--- src/rtl/debug_panel.sv ---
// debug_panel
//   Board debug front end. Raw push-buttons are polarity-normalised,
//   synchronised and debounced. Buttons 0 (NEXT) and 1 (PREV) feed gesture
//   FSMs that produce click and long-press pulses, which step, home or freeze
//   a page selector. Holding NEXT and PREV together raises a chord reset
//   request. The selected page word is shown only after it has held steady.
//
// Ports
//   clk          system clock
//   i_reset_n    asynchronous active-low reset
//   i_buttons    raw button pins (asynchronous)
//   i_pages      unpacked array of N_PAGES page words
//   o_buttons    debounced levels, 1 = pressed
//   o_click      one-cycle click pulses   [0] NEXT, [1] PREV
//   o_long       one-cycle long pulses    [0] NEXT, [1] PREV
//   o_page_idx   current page index
//   o_frozen     display frozen
//   o_page_data  stabilised displayed word
//   o_reset      chord reset request, active-high
module debug_panel #(
    parameter int N_BUTTONS          = 2,
    parameter int WIDTH              = 8,
    parameter int N_PAGES            = 4,
    parameter int ACTIVE_LOW_BUTTONS = 1,
    parameter int DEADZONE_CYCLES    = 1024,
    parameter int LONG_CYCLES        = 25000000,
    parameter int CHORD_CYCLES       = 50000000,
    parameter int HOLD_CYCLES        = 52428800
) (
    input  logic                       clk,
    input  logic                       i_reset_n,
    input  logic [N_BUTTONS-1:0]       i_buttons,
    input  logic [WIDTH-1:0]           i_pages [N_PAGES],
    output logic [N_BUTTONS-1:0]       o_buttons,
    output logic [1:0]                 o_click,
    output logic [1:0]                 o_long,
    output logic [$clog2(N_PAGES)-1:0] o_page_idx,
    output logic                       o_frozen,
    output logic [WIDTH-1:0]           o_page_data,
    output logic                       o_reset
);

    localparam int IDX_W   = $clog2(N_PAGES);
    localparam int DB_W    = $clog2(DEADZONE_CYCLES + 32'sd1);
    localparam int LONG_W  = $clog2(LONG_CYCLES + 32'sd1);
    localparam int CHORD_W = $clog2(CHORD_CYCLES + 32'sd1);
    localparam int HOLD_W  = $clog2(HOLD_CYCLES + 32'sd1);

    localparam logic [DB_W-1:0]    DB_ZERO    = {DB_W{1'b0}};
    localparam logic [DB_W-1:0]    DB_ONE     = DB_W'(1'b1);
    localparam logic [DB_W-1:0]    DB_LAST    = DB_W'(DEADZONE_CYCLES - 32'sd1);
    localparam logic [LONG_W-1:0]  LONG_ZERO  = {LONG_W{1'b0}};
    localparam logic [LONG_W-1:0]  LONG_ONE   = LONG_W'(1'b1);
    localparam logic [LONG_W-1:0]  LONG_MAX   = LONG_W'(LONG_CYCLES);
    localparam logic [CHORD_W-1:0] CHORD_ZERO = {CHORD_W{1'b0}};
    localparam logic [CHORD_W-1:0] CHORD_ONE  = CHORD_W'(1'b1);
    localparam logic [CHORD_W-1:0] CHORD_MAX  = CHORD_W'(CHORD_CYCLES);
    localparam logic [CHORD_W-1:0] CHORD_LAST = CHORD_W'(CHORD_CYCLES - 32'sd1);
    localparam logic [HOLD_W-1:0]  HOLD_ZERO  = {HOLD_W{1'b0}};
    localparam logic [HOLD_W-1:0]  HOLD_ONE   = HOLD_W'(1'b1);
    localparam logic [HOLD_W-1:0]  HOLD_MAX   = HOLD_W'(HOLD_CYCLES);
    localparam logic [HOLD_W-1:0]  HOLD_LAST  = HOLD_W'(HOLD_CYCLES - 32'sd1);
    localparam logic [IDX_W-1:0]   IDX_ZERO   = {IDX_W{1'b0}};
    localparam logic [IDX_W-1:0]   IDX_ONE    = IDX_W'(1'b1);
    localparam logic [IDX_W-1:0]   IDX_LAST   = IDX_W'(N_PAGES - 32'sd1);

    typedef enum logic [1:0] {
        G_IDLE       = 2'd0,
        G_PRESSED    = 2'd1,
        G_LONGHELD   = 2'd2,
        G_SUPPRESSED = 2'd3
    } gest_state_t;

    // Input path and debounce
    logic [N_BUTTONS-1:0] norm_s;
    logic [N_BUTTONS-1:0] sync1_r;
    logic [N_BUTTONS-1:0] sync2_r;
    logic [N_BUTTONS-1:0] db_r;
    logic [DB_W-1:0]      db_cnt_r [N_BUTTONS];

    // Chord
    logic                 both_s;
    logic                 chord_fire_s;
    logic [CHORD_W-1:0]   chord_cnt_r;
    logic                 reset_r;

    // Gestures
    gest_state_t          st_r   [2];
    gest_state_t          st_s   [2];
    logic [LONG_W-1:0]    hold_r [2];
    logic [LONG_W-1:0]    hold_s [2];
    logic [1:0]           click_s;
    logic [1:0]           long_s;
    logic [1:0]           click_r;
    logic [1:0]           long_r;

    // Page selection and stabiliser
    logic [IDX_W-1:0]     idx_s;
    logic [IDX_W-1:0]     idx_r;
    logic                 frozen_r;
    logic [WIDTH-1:0]     captured_r;
    logic [WIDTH-1:0]     cand_s;
    logic                 same_s;
    logic [WIDTH-1:0]     prev_cand_r;
    logic [HOLD_W-1:0]    stab_cnt_r;
    logic [WIDTH-1:0]     page_data_r;

    // Normalise button polarity so that 1 always means pressed.
    always_comb begin
        if (ACTIVE_LOW_BUTTONS != 32'sd0) begin
            norm_s = ~i_buttons;
        end else begin
            norm_s = i_buttons;
        end
    end

    // Two-flop synchroniser plus per-button debounce counter.
    always_ff @(posedge clk or negedge i_reset_n) begin
        if (!i_reset_n) begin
            sync1_r <= {N_BUTTONS{1'b0}};
            sync2_r <= {N_BUTTONS{1'b0}};
            db_r    <= {N_BUTTONS{1'b0}};
            for (int b = 32'sd0; b < N_BUTTONS; b++) begin
                db_cnt_r[b] <= DB_ZERO;
            end
        end else begin
            sync1_r <= norm_s;
            sync2_r <= sync1_r;
            for (int b = 32'sd0; b < N_BUTTONS; b++) begin
                if (sync2_r[b] != db_r[b]) begin
                    // The flip happens on the DEADZONE-th consecutive disagreeing cycle.
                    if (db_cnt_r[b] == DB_LAST) begin
                        db_r[b]     <= sync2_r[b];
                        db_cnt_r[b] <= DB_ZERO;
                    end else begin
                        db_cnt_r[b] <= db_cnt_r[b] + DB_ONE;
                    end
                end else begin
                    db_cnt_r[b] <= DB_ZERO;
                end
            end
        end
    end

    // Chord qualifiers: fire on the cycle the hold count reaches CHORD_CYCLES.
    always_comb begin
        both_s       = db_r[0] & db_r[1];
        chord_fire_s = both_s && (chord_cnt_r == CHORD_LAST);
    end

    // Chord hold counter (saturating) and registered reset request.
    always_ff @(posedge clk or negedge i_reset_n) begin
        if (!i_reset_n) begin
            chord_cnt_r <= CHORD_ZERO;
            reset_r     <= 1'b0;
        end else begin
            if (both_s) begin
                if (chord_cnt_r != CHORD_MAX) begin
                    chord_cnt_r <= chord_cnt_r + CHORD_ONE;
                end else begin
                    chord_cnt_r <= chord_cnt_r;
                end
            end else begin
                chord_cnt_r <= CHORD_ZERO;
            end
            // High from the cycle the count reaches the limit while both stay held.
            reset_r <= both_s && (chord_cnt_r >= CHORD_LAST);
        end
    end

    // Gesture FSM next-state and event decode for NEXT (0) and PREV (1).
    always_comb begin
        for (int g = 32'sd0; g < 32'sd2; g++) begin
            st_s[g]    = st_r[g];
            hold_s[g]  = hold_r[g];
            click_s[g] = 1'b0;
            long_s[g]  = 1'b0;
            if (chord_fire_s) begin
                st_s[g]   = G_SUPPRESSED;
                hold_s[g] = LONG_ZERO;
            end else begin
                case (st_r[g])
                    G_IDLE: begin
                        if (db_r[g]) begin
                            st_s[g]   = G_PRESSED;
                            hold_s[g] = LONG_ZERO;
                        end else begin
                            st_s[g] = G_IDLE;
                        end
                    end
                    G_PRESSED: begin
                        if (!db_r[g]) begin
                            click_s[g] = 1'b1;
                            st_s[g]    = G_IDLE;
                        end else if (hold_r[g] == LONG_MAX) begin
                            long_s[g] = 1'b1;
                            st_s[g]   = G_LONGHELD;
                        end else begin
                            hold_s[g] = hold_r[g] + LONG_ONE;
                        end
                    end
                    G_LONGHELD, G_SUPPRESSED: begin
                        if (!db_r[g]) begin
                            st_s[g] = G_IDLE;
                        end else begin
                            st_s[g] = st_r[g];
                        end
                    end
                    default: begin
                        st_s[g] = G_IDLE;
                    end
                endcase
            end
        end
    end

    // Gesture FSM state, hold counters and registered event pulses.
    always_ff @(posedge clk or negedge i_reset_n) begin
        if (!i_reset_n) begin
            for (int g = 32'sd0; g < 32'sd2; g++) begin
                st_r[g]   <= G_IDLE;
                hold_r[g] <= LONG_ZERO;
            end
            click_r <= 2'b00;
            long_r  <= 2'b00;
        end else begin
            for (int g = 32'sd0; g < 32'sd2; g++) begin
                st_r[g]   <= st_s[g];
                hold_r[g] <= hold_s[g];
            end
            click_r <= click_s;
            long_r  <= long_s;
        end
    end

    // Page index update from the previous cycle's events; home beats clicks.
    always_comb begin
        idx_s = idx_r;
        if (long_r[1]) begin
            idx_s = IDX_ZERO;
        end else if (click_r[0] && !click_r[1]) begin
            if (idx_r == IDX_LAST) begin
                idx_s = IDX_ZERO;
            end else begin
                idx_s = idx_r + IDX_ONE;
            end
        end else if (click_r[1] && !click_r[0]) begin
            if (idx_r == IDX_ZERO) begin
                idx_s = IDX_LAST;
            end else begin
                idx_s = idx_r - IDX_ONE;
            end
        end else begin
            idx_s = idx_r;
        end
    end

    // Page index, freeze toggle and snapshot of the display on freeze.
    always_ff @(posedge clk or negedge i_reset_n) begin
        if (!i_reset_n) begin
            idx_r      <= IDX_ZERO;
            frozen_r   <= 1'b0;
            captured_r <= {WIDTH{1'b0}};
        end else begin
            idx_r    <= idx_s;
            frozen_r <= frozen_r ^ long_r[0];
            if (long_r[0] && !frozen_r) begin
                captured_r <= page_data_r;
            end else begin
                captured_r <= captured_r;
            end
        end
    end

    // Candidate display word and its cycle-to-cycle stability.
    always_comb begin
        if (frozen_r) begin
            cand_s = captured_r;
        end else begin
            cand_s = i_pages[idx_r];
        end
        same_s = (cand_s == prev_cand_r);
    end

    // Stabiliser: load the display once the candidate has held for HOLD_CYCLES.
    always_ff @(posedge clk or negedge i_reset_n) begin
        if (!i_reset_n) begin
            prev_cand_r <= {WIDTH{1'b0}};
            stab_cnt_r  <= HOLD_ZERO;
            page_data_r <= {WIDTH{1'b0}};
        end else begin
            prev_cand_r <= cand_s;
            if (!same_s) begin
                stab_cnt_r <= HOLD_ZERO;
            end else if (stab_cnt_r != HOLD_MAX) begin
                stab_cnt_r <= stab_cnt_r + HOLD_ONE;
            end else begin
                stab_cnt_r <= stab_cnt_r;
            end
            if (same_s && (stab_cnt_r >= HOLD_LAST)) begin
                page_data_r <= cand_s;
            end else begin
                page_data_r <= page_data_r;
            end
        end
    end

    assign o_buttons   = db_r;
    assign o_click     = click_r;
    assign o_long      = long_r;
    assign o_page_idx  = idx_r;
    assign o_frozen    = frozen_r;
    assign o_page_data = page_data_r;
    assign o_reset     = reset_r;

endmodule

--- config.mk ---
export PLATFORM = sky130hd
export DESIGN_NAME = debug_panel
export DESIGN_NICKNAME = d
export VERILOG_FILES = /design/src/rtl/debug_panel.sv
export SDC_FILE = /design/constraint.sdc
export NUM_CORES = 1
export LEC_CHECK = 0
export ABC_AREA = 1
export CORE_ASPECT_RATIO = 0.9
export CORE_MARGIN = 2
export CORE_UTILIZATION = 30
export CTS_BUF_LIST = sky130_fd_sc_hd__clkbuf_8 sky130_fd_sc_hd__clkbuf_16
export DETAILED_ROUTE_END_ITERATION = 8
export DONT_BUFFER_PORTS = 1
export PLACE_DENSITY = 0.55
export SLEW_MARGIN = 20
export SYNTH_ARGS = -nofsm -noshare
export SYNTH_HDL_FRONTEND = slang
export SYNTH_SLANG_ARGS = --single-unit
--- constraint.sdc ---
create_clock -name clk -period 2.28 [get_ports clk]
set_clock_uncertainty 0.1 [all_clocks]
set_input_delay 0.228 -clock clk [delete_from_list [all_inputs] [get_ports clk]]
set_output_delay 0.228 -clock clk [all_outputs]
set_load 0.02 [all_outputs]
Word-level counts from Yosys, hierarchy flattened
Index checks and enable logic that the tools add are counted.
{"block": "totals", "ff_bits": 166, "elab_cells": 140}
{"block": "classes", "n_mux": 53, "n_eq_ne": 29, "n_reduce_logical": 23, "bitwise_logic": 4, "n_addsub": 8, "order_cmp": 3}
{"cell": "two-way mux 25 bit", "n": 8}
{"cell": "two-way mux 26 bit", "n": 4}
{"cell": "case mux 25 bit (2 select lines)", "n": 2}
{"cell": "adder 26 x 1 -> 26 bit, second input constant", "n": 2}
{"cell": "greater-or-equal comparator 26 bit, second input constant", "n": 2}
{"cell": "!= test 26 bit, second input constant", "n": 2}
{"cell": "adder 25 x 1 -> 25 bit, second input constant", "n": 2}
{"cell": "== test 25 bit, second input constant", "n": 2}
{"cell": "two-way mux 11 bit", "n": 4}
{"cell": "== test 26 bit, second input constant", "n": 1}
{"cell": "two-way mux 2 bit", "n": 13}
{"cell": "two-way mux 8 bit", "n": 3}
{"cell": "!= test 3 bit, second input constant", "n": 8}
{"cell": "adder 11 x 1 -> 11 bit, second input constant", "n": 2}
{"cell": "== test 11 x 10 -> 1 bit, second input constant", "n": 2}
{"cell": "binary-select mux 8 bit (select 2 bit)", "n": 1}
{"cell": "two-way mux 1 bit", "n": 16}
{"cell": "case mux 2 bit (3 select lines)", "n": 2}
{"cell": "== test 2 bit, second input constant", "n": 5}
{"cell": "nonzero test 3 bit", "n": 3}
{"cell": "== test 8 bit", "n": 1}
{"cell": "!= test 4 bit, second input constant", "n": 2}
{"cell": "AND reduction 2 bit", "n": 4}
{"cell": "AND reduction 4 bit", "n": 2}
{"cell": "14 further kinds", "n": 27}

Longest topological paths before layout
Gate-level depths: netlist of run 1.
{"block": "depth", "word_depth": 7, "mapped_depth": 14, "mapped_depth_nobuf": 13}

Worst setup path before layout of run 1
No wires, ideal clock.
{"block": "synth_timing", "kind": "register -> register", "start": "register idx_r[0] (netlist: o_page_idx[0])", "end": "register stab_cnt_r[21]", "arrival_ps": 1741, "n_path_buf": 2, "required_ps": 2099, "setup_ps": 81, "slack_ps": 359, "stages_incl_launch_ff": 14, "path_cell_list": "dfrtp_1 -> inv_2 -> buf_4 -> nand2_1 -> nand3_1 -> nand2_1 -> nand2_1 -> nand3_1 -> nand2_1 -> nand2_1 -> nor2_4 -> nand2_4 -> buf_6 -> nor3_2"}
{"block": "synth_via", "elab_chain_cells": 7, "elab_cells_between_ends": 8, "cone_classes": "eq/ne (2); mux (5); bitwise (1)"}
{"item": "from (decl)", "line": "99", "rtl": "logic [IDX_W-1:0] idx_r;"}
{"item": "from (signal assigned)", "line": "265", "rtl": "idx_r <= idx_s;"}
{"item": "NOT 2 -> 3 bit (implied by the code) (*)", "line": "280", "rtl": "cand_s = i_pages[idx_r];"}
{"item": "binary-select mux 8 bit (select 2 bit) (*)", "line": "280"}
{"item": "two-way mux 8 bit (implied by the code) (*) (2 in series)", "line": "280"}
{"item": "two-way mux 8 bit (*)", "line": "277", "rtl": "if (frozen_r) begin"}
{"item": "== test 8 bit (*)", "line": "282", "rtl": "same_s = (cand_s == prev_cand_r);"}
{"item": "!= test 2 x 1 -> 1 bit (no line) / two-way mux 26 bit (equally long branches)"}
{"item": "to (signal assigned)", "line": "296", "rtl": "stab_cnt_r <= stab_cnt_r + HOLD_ONE;"}
{"item": "to (signal assigned)", "line": "298", "rtl": "stab_cnt_r <= stab_cnt_r;"}
{"item": "to (decl)", "line": "105", "rtl": "logic [HOLD_W-1:0] stab_cnt_r;"}
Every way passes the cells marked *; elsewhere a longest branch is shown, timed or not. The select of a mux whose other input is x is not followed.
A chain may end at the register's enable or synchronous reset.

Final worst setup path of run 1
{"block": "layout_timing", "start": "register chord_cnt_r[0]", "end": "register hold_r[46] (netlist name)"}
{"block": "layout_via", "elab_chain_cells": 4, "elab_cells_between_ends": 8, "cone_classes": "eq/ne (4); mux (1); reduce/logical (3)"}
{"item": "from (decl)", "line": "84", "rtl": "logic [CHORD_W-1:0] chord_cnt_r;"}
{"item": "from (signal assigned)", "line": "159", "rtl": "chord_cnt_r <= chord_cnt_r + CHORD_ONE;"}
{"item": "from (signal assigned)", "line": "161", "rtl": "chord_cnt_r <= chord_cnt_r;"}
{"item": "== test 26 bit (*)", "line": "148", "rtl": "chord_fire_s = both_s && (chord_cnt_r == CHORD_LAST);"}
{"item": "logical AND 1 bit (*)", "line": "148"}
{"item": "!= test 3 bit (no line) / nonzero test 3 bit (equally long branches)"}
{"item": "AND reduction 4 bit (no line)"}
{"item": "to (signal, indexed assignment)", "line": "229", "rtl": "hold_r[g] <= hold_s[g];"}
{"item": "to (decl)", "line": "90", "rtl": "logic [LONG_W-1:0] hold_r [2];"}
Every way passes the cells marked *; elsewhere a longest branch is shown, timed or not.

==> flow_summary_export.csv, run 1 <==
group,metric,value,unit
outcome,outcome,"finished, violations left",
outcome,violations,"negative hold slack",
placed_design,pre_cts_ws,0.105,ns
drt,top_layer_used,"met4",
floorplanning,core-area,32700,sq um
power_and_ir_drop,p_per_area,520,nW/um^2
setup_path,crit_type,"register to register",
finish,nNetsFinal,1436,
min_path,min_path_type,"input port to asynchronous set/reset pin",
setup_path,cp-end-kind,"register",
setup_path,crit_required,2.49,ns
yosys,synth.largest_area_cell,"dfrtp_1",
job,maxCapViolCount,0,
sta,rsz0062_at_grt,"true",
floorplanning,die_w,195,um
clocking,cts_buffers,17,
sta,hold_viol,166,
sta,setup_viol,0,
yosys,syn_nets,1406,
yosys,synth_area,9900,sq um
clocking,path_clk_slew,0.07,ns
setup_path,cp-start-kind,"register",
sta,period_share,91.8,%
yosys,synth_cell_type_count,50,
power_and_ir_drop,peakVddDrop,0.509,mV
sta,timing_max_transition_violations_final,0,
setup_path,worstPathArrival,2.30,ns
yosys,synth_area_leaders,"dfrtp_1 42%, nand2_1 14%, inv_1 6.4%",
placed_design,post-place-cells,1783,
finish,n_antenna_cell,0,
yosys,ys_seq_area_share,42.0,%
global_route,grt_max_degree,167,
setup_path,slowest_delay,0.37,ns
setup_path,path_max_fanout,50,
sta,finalWorstSetupSlack,0.188,ns
drt,viasPerCell,4.78,
placed_design,place_area,10500,sq um
drt,vias,8691,
sta,fin_setup_tns,0,ns
yosys,async_flop_share,100,%
clocking,h-tree-depth,4,
drt,wl_met2,10500,um
power_and_ir_drop,power,5.82,mW
placed_design,portBuffers,0,
finish,regArea,4150,sq um
drt,wl_met1,12100,um
floorplanning,dieArea,34500,sq um
finish,fin_cells,1819,
finish,drive_gt1_share,8.52,%
finish,synthToLayoutAreaGrowth,13.0,%
clocking,postCtsHoldBufs,3,
drt,dr.pass1.iters,5,
placed_design,routabilityCongestion,0.908,
yosys,synth_seq_cells,166,
floorplanning,fp.dieH,176,um
floorplanning,initial_utilization,30.3,%
sta,maxSlewHeadroom,61.6,%
yosys,synth_edf_count,0,
yosys,synth_ff_type,"dfrtp_1",
sta,min_period,2.09,ns
sta,whs,-0.616,ns
yosys,netlist_instances,1357,
clocking,clk_latency,0.43,ns
clocking,clockBufferDepth,2,
yosys,synth_top_area_share,42.0,%
floorplanning,num_rows,63,
drt,ant_nets,0,
sta,tightestPinTransition,0.571,ns
clocking,clkSinkCount,166,
sta,max_freq,0.478,GHz
drt,routedWlPerCell,13.1,um
finish,multiInputGateArea,4920,sq um
drt,initialDrtViolationCount,527,
global_route,grt.total_usage,14.6,%
drt,drc,0,
placed_design,hpwl,17600,um
power_and_ir_drop,leakage,4.90,nW
global_route,gr-total-overflow,0,
global_route,antenna_found_initial,0,
yosys,avgSynthCellArea,7.29,sq um
floorplanning,io_pins,54,
finish,final.fill_count,3454,
setup_path,crit_chain,"ha_1 > nand2_1 > nor2_4 > nand2_2 > nor2_4 > nand4_4 > nand2_1 > inv_2 > nand2_2 > nand2_2 > buf_12 > nand2_1 > o21ai_1",
global_route,grt_pass1_wl,41200,um
yosys,yosysWarnings,0,
finish,final_util,34.2,%
clocking,cts_tree,"done",
drt,drt-total-wl,23900,um
clocking,root_buffer,"clkbuf_16",
global_route,grt_pass1_vias,8306,
drt,wl_met3,1000,um
setup_path,worst_path_max_delay_cell,"dfrtp_1",
finish,stdcell_area,11200,sq um
==> power breakdown <==
| part | leakage, nW | switching (mW) | total, mW | internal (mW) |
|---|---|---|---|---|
| registers | 2.29 | 0.0122 | 2.98 | 2.96 |
| clock network | 0.257 | 1.22 | 2.73 | 1.52 |
| logic | 2.36 | 0.0621 | 0.105 | 0.0433 |
==> cell families (layout without fill, tap and decap cells) <==
| family | Yosys count | after routing | synth area share [%] |
|---|---|---|---|
| flops | 166 | 166 | 42.0 |
| compound gates | 128 | 128 | 7.45 |
| buf+inv | 210 | 250 | 8.67 |
| mux | 3 | 3 | 0.341 |
| xor+xnor | 41 | 41 | 3.63 |
| fa+ha+maj | 13 | 13 | 1.64 |
| simple gates | 796 | 796 | 36.3 |
==> synthesized netlist by cell type (2+ instances only) <==
cell type and number:
o2111ai_1 3, xnor2_1 10, nor2_2 2, ha_1 13, o21ai_0 33, nand3_2 2, o31ai_1 2, nand4_1 69
nand3b_1 5, mux2_2 3, dfrtp_1 166, nand2_1 362, or2_2 5, nor2_1 163, buf_2 11, and3_1 2
nor3_1 56, a31oi_1 2, inv_1 169, o21ai_1 39, a21o_1 3, o211ai_1 2, nor4_1 9, nor3_2 10
clkbuf_1 13, buf_6 6, o21a_1 2, a211oi_1 2, nor3b_1 8, nand3_1 92, nand2_2 5, inv_2 7
buf_4 3, o21bai_1 3, a21oi_2 3, xor2_1 31, a21oi_1 28
==> layer usage <==
metal  GRT usage, %  up-vias
met5              0        -
li1               -     4469
met3           2.96       19
met1           20.4     4038
met4           4.01        0
met2           22.9      165
==> final timing paths <==
| path | startpoint | endpoint | slack, ns | depth (start not counted) |
|---|---|---|---|---|
| max in group asynchronous | i_reset_n | db_cnt_r[1] | 2.44 | 0 |
| worst min-delay path | i_reset_n | chord_cnt_r[11] | -0.62 | 0 |
| worst max-delay path | chord_cnt_r[0] | hold_r[46] | 0.19 | 13 |
| min in group clk | i_pages[6] | prev_cand_r[6] | 0.02 | 4 |
| worst max register to register | chord_cnt_r[0] | hold_r[46] | 0.19 | 13 |
| worst min register to register | sync1_r[1] | sync2_r[1] | 0.25 | 0 |
==> worst max-delay path, delay by kind of cell (launching register included) <==
kind | cells | cell delay [ns]
buf+inv | 2 | 0.23
flops | 1 | 0.37
fa+ha+maj | 1 | 0.17
simple gates | 9 | 1.00
compound gates | 1 | 0.06
==> cell usage in the layout (no fill, tap or decap), drive strengths merged, types with 4 or more instances in the layout <==
| cell | netlist | layout |
|---|---|---|
| a21oi | 31 | 31 |
| buf | 20 | 41 |
| clkbuf | 13 | 18 |
| clkinv | 1 | 5 |
| clkinvlp | 0 | 4 |
| dfrtp | 166 | 166 |
| ha | 13 | 13 |
| inv | 176 | 178 |
| nand2 | 368 | 368 |
| nand3 | 94 | 94 |
| nand3b | 5 | 5 |
| nand4 | 70 | 70 |
| nor2 | 167 | 167 |
| nor3 | 67 | 67 |
| nor3b | 8 | 8 |
| nor4 | 9 | 9 |
| o21ai | 73 | 73 |
| or2 | 5 | 5 |
| xnor2 | 10 | 10 |
| xor2 | 31 | 31 |
==> layout make-up <==
cell class | count | share of cell area [%]
Multi-Input combinational cell | 981 | 44.0
Sequential cell | 166 | 37.1
Inverter | 177 | 5.94
Tap cell | 422 | 4.72
Clock buffer | 18 | 3.93
Timing Repair Buffer | 44 | 3.36
Clock inverter | 11 | 0.940
==> registers in the layout, indices dropped and copies added (netlist names) <==
name,cells
o_reset,1
db_cnt_r,22
o_frozen,1
prev_cand_r,8
hold_r,50
o_page_idx,2
o_long,2
sync1_r,2
chord_cnt_r,26
o_page_data,8
st_r,4
o_click,2
o_buttons,2
captured_r,8
stab_cnt_r,26
sync2_r,2
==> timing repair <==
item / in CTS / in global routing
buffers inserted: 0 / 4
gates resized for setup: 0 / 7
hold endpoints to repair: 169 / 166
setup endpoints to repair: 0 / 46
Note: power is estimated with default switching activity, not from simulation.
==> run 2: changes to the inputs <==
--- a/config.mk
+++ b/config.mk
@@ -6,6 +6,7 @@
 export NUM_CORES = 1
 export LEC_CHECK = 0
 export ABC_AREA = 1
+export CAP_MARGIN = 10
 export CORE_ASPECT_RATIO = 0.9
 export CORE_MARGIN = 2
 export CORE_UTILIZATION = 30
==> results of run 2 <==
Final layout, timing and power as in run 1 (identical DEF).
==> run 3: changes to the inputs <==
--- a/config.mk
+++ b/config.mk
@@ -11,6 +11,7 @@
 export CORE_MARGIN = 2
 export CORE_UTILIZATION = 30
 export CTS_BUF_LIST = sky130_fd_sc_hd__clkbuf_8 sky130_fd_sc_hd__clkbuf_16
+export CTS_CLUSTER_DIAMETER = 100
 export DETAILED_ROUTE_END_ITERATION = 8
 export DONT_BUFFER_PORTS = 1
 export PLACE_DENSITY = 0.55
==> constraint.sdc (replaced) <==
create_clock -name clk -period 2.2 [get_ports clk]
set_clock_uncertainty 0.1 [all_clocks]
set_input_delay 0.22 -clock clk [delete_from_list [all_inputs] [get_ports clk]]
set_output_delay 0.22 -clock clk [all_outputs]
set_load 0.02 [all_outputs]
==> flow_summary_export.csv, run 3 (synthesis results as in run 1) <==
group,metric,value,unit
finish,n_antenna_cell,0,
power_and_ir_drop,leakage,5.18,nW
setup_path,cp-start-kind,"register",
global_route,grt_max_degree,167,
finish,nNetsFinal,1459,
power_and_ir_drop,peakVddDrop,0.444,mV
setup_path,r2r_cells,12,
finish,drive_gt1_share,14.3,%
floorplanning,core-area,32700,sq um
finish,top_register,"hold_r",
outcome,violations,"negative hold slack",
drt,dr.pass1.iters,6,
setup_path,crit_required,2.41,ns
floorplanning,fp.dieH,176,um
floorplanning,die_w,195,um
placed_design,post-place-cells,1789,
sta,tightestPinTransition,0.510,ns
setup_path,path_max_fanout,6,
placed_design,portBuffers,0,
sta,min_period,2.15,ns
drt,drt-total-wl,25600,um
clocking,postCtsHoldBufs,3,
global_route,antenna_found_initial,0,
sta,maxSlewHeadroom,66.0,%
clocking,path_clk_slew,0.07,ns
finish,most-common-layout-cells,"321 x nand2_1, 168 x inv_1, 164 x dfrtp_1",
sta,max_freq,0.466,GHz
global_route,grt.total_usage,14.6,%
sta,hold_viol,166,
finish,largest_reg_flops,50,
drt,drc,0,
drt,initialDrtViolationCount,594,
global_route,gr-total-overflow,0,
job,maxCapViolCount,0,
sta,rsz0062_at_grt,"true",
floorplanning,num_rows,63,
clocking,clockBufferDepth,2,
clocking,clk_latency,0.43,ns
finish,fin_cells,1845,
drt,viasPerCell,4.88,
finish,final_util,36.1,%
global_route,grt_pass1_vias,8438,
power_and_ir_drop,power,6.11,mW
sta,setup_viol,0,
sta,whs,-0.623,ns
drt,routedWlPerCell,13.9,um
clocking,clkSinkCount,166,
setup_path,worstPathArrival,2.36,ns
finish,synthToLayoutAreaGrowth,19.5,%
placed_design,hpwl,17800,um
sta,fin_setup_tns,0,ns
clocking,cts_buffers,17,
setup_path,crit_type,"register to register",
outcome,outcome,"finished, violations left",
drt,vias,8997,
setup_path,reg2reg_from,"chord_cnt_r[1]",
finish,layout_commonest_cell,"nand2_1",
clocking,root_buffer,"clkbuf_16",
power_and_ir_drop,p_per_area,517,nW/um^2
setup_path,startpoint,"chord_cnt_r[1]",
floorplanning,dieArea,34500,sq um
min_path,min_path_type,"input port to asynchronous set/reset pin",
finish,largestRegisters,"hold_r (50), chord_cnt_r (26), stab_cnt_r (26)",
floorplanning,io_pins,54,
placed_design,routabilityCongestion,0.905,
floorplanning,initial_utilization,30.3,%
global_route,grt_pass1_wl,41300,um
setup_path,r2r_slack,0.05,ns
clocking,h-tree-depth,4,
setup_path,cp-end-kind,"register",
sta,period_share,97.6,%
drt,ant_nets,0,
clocking,cts_tree,"done",
sta,timing_max_transition_violations_final,0,
run 3: cell count changes in the layout (fill, tap and decap cells not counted), moves of 4 or more:
cell / change
o21ai_1: -8
inv_6: +5
buf_4: +7
nand2_2: +31
buf_12: +4
nand2_1: -40
o21ai_2: +10
nand2_4: +8
clkbuf_16: +6
buf_6: +4
run 3: worst max-delay path: stages, from the launching register on:
cell and delay [ns]:
dfrtp_1 0.39, ha_2 0.22, nand2_4 0.07, nor2_4 0.13
nand2_2 0.09, nor2_4 0.14, nand4_4 0.19, buf_12 0.19
nand2_4 0.06, o21ai_4 0.13, clkbuf_16 0.21, nand2_2 0.05
o21ai_1 0.06
run 3: power by group:
group / total (mW) / leakage, nW / switching (mW) / internal, mW
combinational: 0.118 / 2.62 / 0.0688 / 0.0487
clock: 2.91 / 0.281 / 1.32 / 1.58
sequential: 3.08 / 2.28 / 0.0121 / 3.07
run 3: worst paths after layout:
path,to
setup / recovery,hold_r[14]
hold / removal,chord_cnt_r[19]
setup reg to reg,hold_r[14]
hold reg to reg,sync2_r[1]
max in group asynchronous,db_cnt_r[20]
min in group clk,prev_cand_r[6]
run 3: layout make-up:
type | count | area, sq um
Multi-Input combinational cell | 982 | 5190
Fill cell | 3439 | 20900
Inverter | 177 | 667
Sequential cell | 166 | 4160
Timing Repair Buffer | 66 | 718
Clock buffer | 17 | 425
Clock inverter | 15 | 139
Tap cell | 422 | 528
run 3: repair_timing:
item	CTS	global route
gates cloned	0	11
endpoints found under the hold margin	169	166
pin swaps	0	14
resized for setup	1	87
buffers inserted	0	10
endpoints found under the setup margin	12	83
run 3: stage by stage:
step,worst slack (ns),area (sq um)
after CTS,0.0000653,11200
final,0.0526,11800
after global routing,-0.0548,11800
after global placement,0.0546,10600
after floorplan,0.279,9900
after detailed placement,-0.0115,10600
run 3: routing by layer:
metal / track usage, % / up-vias / wire, um
met3: 2.85 / 21 / 1190
met4: 3.47 / 0 / 275
met2: 23.9 / 191 / 11800
met5: 0 / - / 0
met1: 19.8 / 4239 / 12400
li1: - / 4546 / -
